--- src/rtl/pwm_oc_deadtime_monitor.sv ---
// Dead-interval and shoot-through checker for one complementary PWM pair.
// Measures dead gaps between legs, flags short gaps and overlaps.
module pwm_oc_deadtime_monitor #(
    parameter int WIDTH       = 8,
    parameter int SYNC_STAGES = 2
) (
    input  logic             clk_psc_i,
    input  logic             rst_n_i,
    input  logic             enable_i,
    input  logic             update_event_i,
    input  logic [WIDTH-1:0] dt_min_preload_i,
    input  logic             pwm_high_i,
    input  logic             pwm_low_i,
    input  logic             fault_clr_i,
    output logic [WIDTH-1:0] dt_rise_o,
    output logic [WIDTH-1:0] dt_fall_o,
    output logic             dt_valid_o,
    output logic             dt_fault_o,
    output logic             shoot_fault_o,
    output logic             fault_irq_o
);

    localparam logic [WIDTH-1:0] ONE = WIDTH'(1);

    typedef enum logic [2:0] {
        IDLE,
        HIGH,
        LOW,
        DEAD_F,
        DEAD_R,
        OVL
    } state_t;

    logic             h;
    logic             l;
    state_t           state;
    logic [WIDTH-1:0] cnt;
    logic [WIDTH-1:0] cnt_inc;
    logic [WIDTH-1:0] dt_min;

    generate
        if (SYNC_STAGES == 0) begin : g_nosync
            assign h = pwm_high_i;
            assign l = pwm_low_i;
        end else begin : g_sync
            logic [SYNC_STAGES-1:0] sh;
            logic [SYNC_STAGES-1:0] sl;

            always_ff @(posedge clk_psc_i or negedge rst_n_i) begin
                if (!rst_n_i) begin
                    sh <= '0;
                    sl <= '0;
                end else begin
                    sh[0] <= pwm_high_i;
                    sl[0] <= pwm_low_i;
                    for (int i = 1; i < SYNC_STAGES; i++) begin
                        sh[i] <= sh[i-1];
                        sl[i] <= sl[i-1];
                    end
                end
            end

            assign h = sh[SYNC_STAGES-1];
            assign l = sl[SYNC_STAGES-1];
        end
    endgenerate

    assign cnt_inc = (&cnt) ? cnt : cnt + ONE;

    // Later event assignments override the fault_clr_i clear, so an event wins.
    always_ff @(posedge clk_psc_i or negedge rst_n_i) begin
        if (!rst_n_i) begin
            state         <= IDLE;
            cnt           <= '0;
            dt_min        <= '0;
            dt_rise_o     <= '0;
            dt_fall_o     <= '0;
            dt_valid_o    <= 1'b0;
            dt_fault_o    <= 1'b0;
            shoot_fault_o <= 1'b0;
            fault_irq_o   <= 1'b0;
        end else begin
            dt_valid_o  <= 1'b0;
            fault_irq_o <= 1'b0;
            cnt         <= '0;
            if (update_event_i) begin
                dt_min <= dt_min_preload_i;
            end
            if (fault_clr_i) begin
                dt_fault_o    <= 1'b0;
                shoot_fault_o <= 1'b0;
            end
            if (!enable_i) begin
                state <= IDLE;
            end else if (h && l) begin
                state <= OVL;
                if (state != OVL) begin
                    shoot_fault_o <= 1'b1;
                    fault_irq_o   <= 1'b1;
                end
            end else begin
                case (state)
                    IDLE, OVL: begin
                        if (h) begin
                            state <= HIGH;
                        end else if (l) begin
                            state <= LOW;
                        end else begin
                            state <= IDLE;
                        end
                    end
                    HIGH: begin
                        if (l) begin
                            state      <= LOW;
                            dt_fall_o  <= '0;
                            dt_valid_o <= 1'b1;
                            if (dt_min != '0) begin
                                dt_fault_o  <= 1'b1;
                                fault_irq_o <= 1'b1;
                            end
                        end else if (!h) begin
                            state <= DEAD_F;
                            cnt   <= ONE;
                        end
                    end
                    LOW: begin
                        if (h) begin
                            state      <= HIGH;
                            dt_rise_o  <= '0;
                            dt_valid_o <= 1'b1;
                            if (dt_min != '0) begin
                                dt_fault_o  <= 1'b1;
                                fault_irq_o <= 1'b1;
                            end
                        end else if (!l) begin
                            state <= DEAD_R;
                            cnt   <= ONE;
                        end
                    end
                    DEAD_F: begin
                        if (l) begin
                            state      <= LOW;
                            dt_fall_o  <= cnt;
                            dt_valid_o <= 1'b1;
                            if (cnt < dt_min) begin
                                dt_fault_o  <= 1'b1;
                                fault_irq_o <= 1'b1;
                            end
                        end else if (h) begin
                            state <= HIGH;
                        end else begin
                            cnt <= cnt_inc;
                        end
                    end
                    DEAD_R: begin
                        if (h) begin
                            state      <= HIGH;
                            dt_rise_o  <= cnt;
                            dt_valid_o <= 1'b1;
                            if (cnt < dt_min) begin
                                dt_fault_o  <= 1'b1;
                                fault_irq_o <= 1'b1;
                            end
                        end else if (l) begin
                            state <= LOW;
                        end else begin
                            cnt <= cnt_inc;
                        end
                    end
                    default: state <= IDLE;
                endcase
            end
        end
    end

endmodule

--- config.mk ---
export PLATFORM = sky130hd
export DESIGN_NAME = pwm_oc_deadtime_monitor
export DESIGN_NICKNAME = d
export VERILOG_FILES = /design/src/rtl/pwm_oc_deadtime_monitor.sv
export SDC_FILE = /design/constraint.sdc
export NUM_CORES = 1
export LEC_CHECK = 0
export CAP_MARGIN = 40
export CORE_MARGIN = 5
export CORE_UTILIZATION = 57
export CTS_CLUSTER_DIAMETER = 80
export DETAILED_ROUTE_END_ITERATION = 12
export GPL_ROUTABILITY_DRIVEN = 0
export PLACE_DENSITY_LB_ADDON = 0.08
export SLEW_MARGIN = 10
export SYNTH_ARGS = -nofsm -noshare
export SYNTH_HDL_FRONTEND = slang
export SYNTH_SLANG_ARGS = --single-unit
export TNS_END_PERCENT = 1
--- constraint.sdc ---
create_clock -name clk_psc_i -period 3.97 [get_ports clk_psc_i]
set_clock_uncertainty 0.2 [all_clocks]
set_input_delay 1.191 -clock clk_psc_i [delete_from_list [all_inputs] [get_ports clk_psc_i]]
set_output_delay 1.191 -clock clk_psc_i [all_outputs]
set_load 0.01 [all_outputs]
==> results of run 1 <==
## metal layers
| layer | track usage (%) | up-vias |
|---|---|---|
| met5 | 0 | - |
| met4 | 7.72 | 0 |
| met3 | 4.55 | 7 |
| met2 | 28.6 | 53 |
| met1 | 22.1 | 755 |
| li1 | - | 820 |
## state kept, by name, indices dropped and copies added (netlist names), 2 cells and up
register	flops
dt_rise_o	8
dt_fall_o	8
cnt	8
state	3
g_sync.sl	2
dt_min	8
g_sync.sh	2
## Yosys cell counts (2+ instances only)
cell | instances | area share [%]
sky130_fd_sc_hd__dfrtp_1 | 43 | 51
sky130_fd_sc_hd__nand3_2 | 3 | 1.4
sky130_fd_sc_hd__nor4_2 | 2 | 1.2
sky130_fd_sc_hd__o21ai_1 | 17 | 4.0
sky130_fd_sc_hd__inv_1 | 10 | 1.8
sky130_fd_sc_hd__nor3_1 | 2 | 0.48
sky130_fd_sc_hd__and3_1 | 2 | 0.59
sky130_fd_sc_hd__a31oi_1 | 3 | 0.89
sky130_fd_sc_hd__nand3_1 | 5 | 1.2
sky130_fd_sc_hd__and2_1 | 3 | 0.89
sky130_fd_sc_hd__nor2_1 | 9 | 1.6
sky130_fd_sc_hd__a21oi_1 | 10 | 2.4
sky130_fd_sc_hd__nor2b_1 | 5 | 1.5
sky130_fd_sc_hd__ha_1 | 8 | 4.8
sky130_fd_sc_hd__a21o_1 | 2 | 0.71
sky130_fd_sc_hd__buf_2 | 3 | 0.71
sky130_fd_sc_hd__a211oi_1 | 2 | 0.71
sky130_fd_sc_hd__nand2_1 | 46 | 8.2
sky130_fd_sc_hd__nand2b_1 | 2 | 0.59
sky130_fd_sc_hd__xor2_1 | 2 | 0.83
sky130_fd_sc_hd__buf_6 | 2 | 1.1
sky130_fd_sc_hd__o21ai_0 | 13 | 3.1
## cell type report
| class | instances | area [um2] |
|---|---|---|
| Multi-Input combinational cell | 158 | 952 |
| Fill cell | 282 | 1030 |
| Clock inverter | 2 | 35.0 |
| Timing Repair Buffer | 35 | 355 |
| Clock buffer | 6 | 82.6 |
| Inverter | 10 | 37.5 |
| Sequential cell | 43 | 1080 |
| Tap cell | 48 | 60.1 |
## how the worst max path moves through the flow
stage,cells after the start,endpoint,startpoint,slack (ps)
6_report,5,dt_fault_o,enable_i,1200
5_1_grt,5,dt_fault_o,enable_i,1100
4_1_cts,5,dt_fault_o,enable_i,1230
3_5_place_dp,5,dt_fault_o,enable_i,930
3_3_place_gp,5,dt_fault_o,enable_i,950
2_1_floorplan,4,fault_irq_o,enable_i,1750
## where the power goes
| group | switching (W) | total, W | internal [W] |
|---|---|---|---|
| logic | 0.0000441 | 0.0000846 | 0.0000406 |
| clock network | 0.000145 | 0.000349 | 0.000204 |
| registers | 0.0000144 | 0.000467 | 0.000453 |
## stage by stage
stage	setup slack (ps)	hold slack [ps]
final	1200	158
after global routing	1100	162
after CTS	1230	160
after detailed placement	927	142
after global placement	948	133
after floorplan	1750	131
## logic make-up after synthesis
| logic type | after synthesis | synth area share, % |
|---|---|---|
| xor+xnor | 2 | 0.832 |
| flops | 43 | 51.1 |
| fa+ha+maj | 8 | 4.75 |
| compound gates | 58 | 17.4 |
| mux | 2 | 1.01 |
| buf+inv | 16 | 3.74 |
| simple gates | 88 | 21.2 |
==> out/summary.md, run 1 <==
The first global-routing pass estimated 6960 um of wire. In this run, post-CTS hold repair placed 0 buffers. Grouping stages by cell kind, the critical path spends the most delay in buffers and inverters. The flow ran to the end, and the final reports show no timing, DRC or antenna violations.

The number of input and output port buffers inserted came out at 34. After routing, the total negative slack on setup checks comes to 0 ps. First-pass iteration count of the detailed router: 4. In the final routed layout, each cell accounts on average for 13.4 um. The mean instance size in the synthesized netlist is 9.71 um2, and the number of diodes is 0. The floorplan step set the die width to 70.8 um.

For the placed instance count, the log shows 294. The number of buffer and inverter instances along the worst setup path works out to 1. The startpoint identified for the worst hold timing path is g_sync.sl[0].

The leftover overflow at the end of global routing was 0; the required time of the critical path was 3990 ps. The reg-to-reg critical path endpoint is cnt[0]. The analysis attributes to cell leakage a power of 1.10 nW. After clock tree synthesis, the setup repair step added 0 buffers. The logic depth of the worst register-to-register path is 6, and the share of the core filled with cells in the final layout is 71.5%. Startpoint type of the worst setup path: a primary input.

The start of the worst register-to-register path is cnt[0]. After routing the design area is 2600 um2. The final layout contains routed wiring with a total length of 4060 um. The via count normalized by instance count works out to 5.41. The slowest stage of the critical path belongs to the cell sky130_fd_sc_hd__clkdlybuf4s50_1.

The final total power is 0.000900 W. Leaving out fill and tap cells, the most frequent cell in the layout is sky130_fd_sc_hd__nand2_1. For the all-layer global routing usage, the log shows 17.6%.

The run gives 1820 um as the post-route met1 wirelength. The total cell area at the placement stage is 2480 um2, and the register bit count reported by yosys is 43. The initialized floorplan defines 22 standard-cell rows. TritonCTS built the clock tree. The detailed router finished its first iteration with 76 violations.

The via count of the first global-routing pass is 1531. The category of the worst setup path capture point is a flip-flop. The tools report the CTS buffer count as 5. The area growth from synthesis to layout is 23.3%. The delay of the slowest cell on the worst path is 720 ps.

At the end of the flow, the number of nets in the layout was 276. At the pin with the least slew margin, the transition time is 559 ps. For the initial cell density of the core, the log shows 58.0%.

The tools report the number of gates resized after CTS as 0. The estimated wirelength of the detail-placed design is 3090 um, and the area of the die is 5010 um2. The type of the worst min-delay path was flip-flop to flip-flop. The longest clock path from root to sink contains 2 buffers. When the netlist entered floorplanning its net count stood at 240. The proportion of synthesized flip-flops having asynchronous set or reset works out to 100%. The sink count of the clock tree is 43, and the number of antenna violations at the first check in global routing is 0. Of the synthesized area, sequential elements account for 51.1%. VDD sags by at most 0.000215 V.

Power spread over the standard cell area amounts to 346 nW/um2. The critical path goes through clkdlybuf4s50_1, nand3_2, a31oi_1, a32oi_1, o2bb2ai_1. Highest metal layer with signal wires: met4. The detailed-route via count came out at 1635. Of all nets on the critical path, the largest fanout is 19. Excluding fillers, the count of instances in the completed layout stands at 302. The total met2 wirelength after detailed routing is 1930 um.

The worst hold path terminates at g_sync.sl[1]. The post-synthesis instance area is 2110 um2, and the count of unresolved DRC violations after routing is 0. Clock-pin slew was measured on the worst setup and hold paths at 80 ps. The number of endpoints failing setup at the final stage is 0.

Setup repair after global routing left no endpoint under its margin. The worst setup path is of the primary input to flip-flop kind. The die is 70.8 um tall. For the number of warnings issued by yosys, the log shows 0. The top cell types in the final layout, fill and taps aside, are 46 x sky130_fd_sc_hd__nand2_1, 43 x sky130_fd_sc_hd__dfrtp_1, 33 x sky130_fd_sc_hd__clkdlybuf4s50_1.

The number of synthesized flops with an enable pin was 0; the largest net degree at the start of global routing was 30. The later pin in the worst-skew pair is clocked with a latency of 290 ps. The met3 wire length is 240 um, and the portion of the clock cycle consumed by the worst path in the final layout is 69.8%.

The tree is rooted in a sky130_fd_sc_hd__clkbuf_8. The number of max-cap violations was 0. The smallest clock period supported by the final layout is computed as 2770 ps. The hold-critical path depth is 0. The worst register-to-register path has a setup slack of 1910 ps.

The region available for standard cell placement spans 3630 um2. Based on the critical path, the design can be clocked at up to 361 MHz. The run gives 2 as the H-tree depth. In the synthesized netlist the dominant register cell turns out to be sky130_fd_sc_hd__dfrtp_1.

The number of distinct library cells after synthesis is 45. For the count of endpoints failing hold in the final timing report, the log shows 0. The cell count after synthesis was 217. The worst pin sits at a relative slew slack of 62.7%. STA puts the critical path data arrival time at 2790 ps. The run gives 0 as the max-slew violation total from the final report. In the final layout, the share of cells above drive strength 1 is 9.84%. For the number of primary I/O pins, the log shows 35. The count of nets left with antenna violations once routing finished came out at 0.
(Power assumes the default switching activity.)
==> run 2, diff against run 1 <==
CORE_UTILIZATION = 53   (was 57)
clock period = 2.63 ns   (was 3.97 ns; I/O delays follow)
==> out/summary.md, run 2 (synthesis results as in run 1) <==
The tools report the share of the core filled with cells in the final layout as 66.0% (-5.6 points). The tools report the via count of the first global-routing pass as 1549 (+1.2%). The number of max-cap violations was 0 (unchanged). The run finished with clean final reports.

The largest fanout on the critical path works out to 2 (-17). The antenna violation net count after detailed routing is 0 (unchanged), and the via count normalized by instance count is 5.33 (-1.5%). The areal power density over the cells was 483 nW/um2 (+39%); the number of primary I/O pins was 35 (unchanged).

The most frequent standard cell in the layout excluding fill and tap cells is sky130_fd_sc_hd__nand2_1. Walking the worst path, the cells encountered are clkdlybuf4s50_1. The minimum hold slack was 154 ps (-4.12 ps). In the layout the commonest cells are 46 x sky130_fd_sc_hd__nand2_1, 43 x sky130_fd_sc_hd__dfrtp_1, 33 x sky130_fd_sc_hd__clkdlybuf4s50_1. The leftover overflow at the end of global routing was 0 (unchanged); the area of the core was 3910 um2 (+7.7%). For the detailed-route via count, the log shows 1632 (-0.18%). The cell with the largest stage delay on the worst path is sky130_fd_sc_hd__clkdlybuf4s50_1.

In this design, the largest share of critical-path delay is due to buffers and inverters. TritonCTS built the clock tree. Category of the critical setup timing path: flip-flop to primary output. The slew at the pin closest to its max-slew limit works out to 787 ps (+228 ps).

The count of endpoints failing hold in the final timing report is 0 (unchanged). The required time of the critical path was 1640 ps (-2350 ps); the clock tree buffer depth was 2 (unchanged). The run gives 37 (+23%) as the largest net degree at the start of global routing.

The logic depth of the worst register-to-register path works out to 6 (unchanged). The clock latency of the later-clocked register in the worst-skew pair was 290 ps (about the same). For the CTS buffer count, the log shows 5 (unchanged). The fraction of layout instances using a drive strength above 1 was 10.5% (+0.70 points); the minimum clock period was 2200 ps. The H-tree depth came out at 2 (unchanged). The min-delay analysis places its worst path in the category flip-flop to flip-flop. The run gives 455 MHz as the maximum clock rate. The number of hold buffers added after cts is 0 (unchanged). The first-pass iteration count of the detailed router was 6 (+2); the all-layer global routing usage was 17.1% (-0.44 points). The peak supply drop was 0.000317 V (+48%). For the critical path arrival, the log shows 1210 ps (-1580 ps). The run gives 0 (unchanged) as the number of antenna violations at the first check in global routing. The tools report the setup TNS as 0 ps (unchanged). Compared with the post-synthesis result, the final layout area differs by 22.5%.

Horizontal die dimension: 73.1 um (+3.2%). Count of standard-cell rows: 23 (+4.5%). In this run the worst setup path begins at dt_fall_o[4]. The run gives 0 (unchanged) as the number of diodes. The die height is 73.1 um (+3.2%). The number of buffer and inverter instances along the worst setup path is 1 (unchanged). The run gives 53.8% (-4.2 points) as the initial cell density of the core. The estimated wirelength of the detail-placed design came out at 3020 um (-2.0%). The clock input transition at the sequential cells of the worst setup and hold paths came out at 80 ps (about the same).

The tools report the critical path capture point as dt_fall_o[4]. The number of DRC markers in iteration 0 was 78 (+2.6%); the number of input and output port buffers inserted was 34 (unchanged). Startpoint type of the worst setup path: a flip-flop.

The category of the worst setup path capture point is a primary output. The first-pass GRT wire length came out at 7130 um (+2.4%). Setup repair after global routing left no endpoint under its margin. The worst setup slack for register-to-register paths is 610 ps (-1300 ps).

The count of unresolved DRC violations after routing was 0 (unchanged); the delay of the slowest cell on the worst path was 540 ps (-180 ps). The logs give 43 (unchanged) for the sink count of the clock tree and 47.5% (-15 points) for the max-slew headroom at the worst pin. Of the available clock period, the critical path in the final layout requires 83.6%. For the max-slew violation total from the final report, the log shows 0 (unchanged). The post-CTS setup repair buffer count was 0 (unchanged).

The tools report the reg-to-reg critical path endpoint as dt_fault_o. The tools report the number of gates resized after CTS as 0 (unchanged). The leakage power figure is 1.10 nW (-0.45%).

The tools report the buffer type at the clock tree root as sky130_fd_sc_hd__clkbuf_8. The detailed-route wire length per cell is 13.2 um (-1.9%), and the number of endpoints failing setup at the final stage is 0 (unchanged). The post-layout net count is 279 (+1.1%), and the area of the die is 5340 um2 (+6.5%). The run gives 4030 um (-0.62%) as the final routed wirelength across all metal layers. The worst register-to-register path begins at cnt[2]. The logic depth of the worst path, buffers included is 1 (-4).
run 2: changes by cell type in the layout (fill, tap and decap cells not counted), sizes merged:
cell    previous run  this run
bufinv             1         0
buf                2         5
run 2: worst min path at each step:
| stage | start | to | slack, ps | depth (start not counted) |
|---|---|---|---|---|
| 3_3_place_gp | g_sync.sh[0] | g_sync.sh[1] | 130 | 0 |
| 5_1_grt | g_sync.sl[0] | g_sync.sl[1] | 170 | 0 |
| 2_1_floorplan | g_sync.sh[0] | g_sync.sh[1] | 130 | 0 |
| 4_1_cts | g_sync.sl[0] | g_sync.sl[1] | 160 | 0 |
| 6_report | g_sync.sh[0] | g_sync.sh[1] | 150 | 0 |
| 3_5_place_dp | g_sync.sl[0] | g_sync.sl[1] | 140 | 0 |
run 2: area by class of cell:
class,count,area [um2]
Timing Repair Buffer,38,365
Clock inverter,1,5.00
Multi-Input combinational cell,158,952
Inverter,10,37.5
Clock buffer,6,82.6
Tap cell,50,62.6
Fill cell,348,1330
Sequential cell,43,1080
run 2: metal layers:
| layer | part of all wire (%) | track usage (%) | routed length [um] | vias to the layer above |
|---|---|---|---|---|
| li1 | - | - | - | 831 |
| met1 | 46 | 23.0 | 1850 | 748 |
| met2 | 46 | 27.5 | 1860 | 47 |
| met3 | 6.7 | 4.13 | 271 | 6 |
| met4 | 1.2 | 5.12 | 48 | 0 |
| met5 | 0 | 0 | 0 | - |
run 2: metrics by stage:
stage | std cells | setup WS, ps | cell area, um2 | power (W)
detailed placement | 299 | 175 | 2490 | 0.000847
global route | 306 | 338 | 2580 | 0.00130
finish | 306 | 433 | 2580 | 0.00125
global placement | 299 | 218 | 2490 | 0.000845
floorplan | 217 | 811 | 2110 | 0.000785
CTS | 306 | 426 | 2580 | 0.00126
run 2: power by group:
part           switching (W)  internal [W]  leakage [nW]
registers          0.0000208      0.000683         0.571
logic              0.0000674     0.0000615         0.481
clock network       0.000207      0.000206        0.0470
total               0.000295      0.000951          1.10
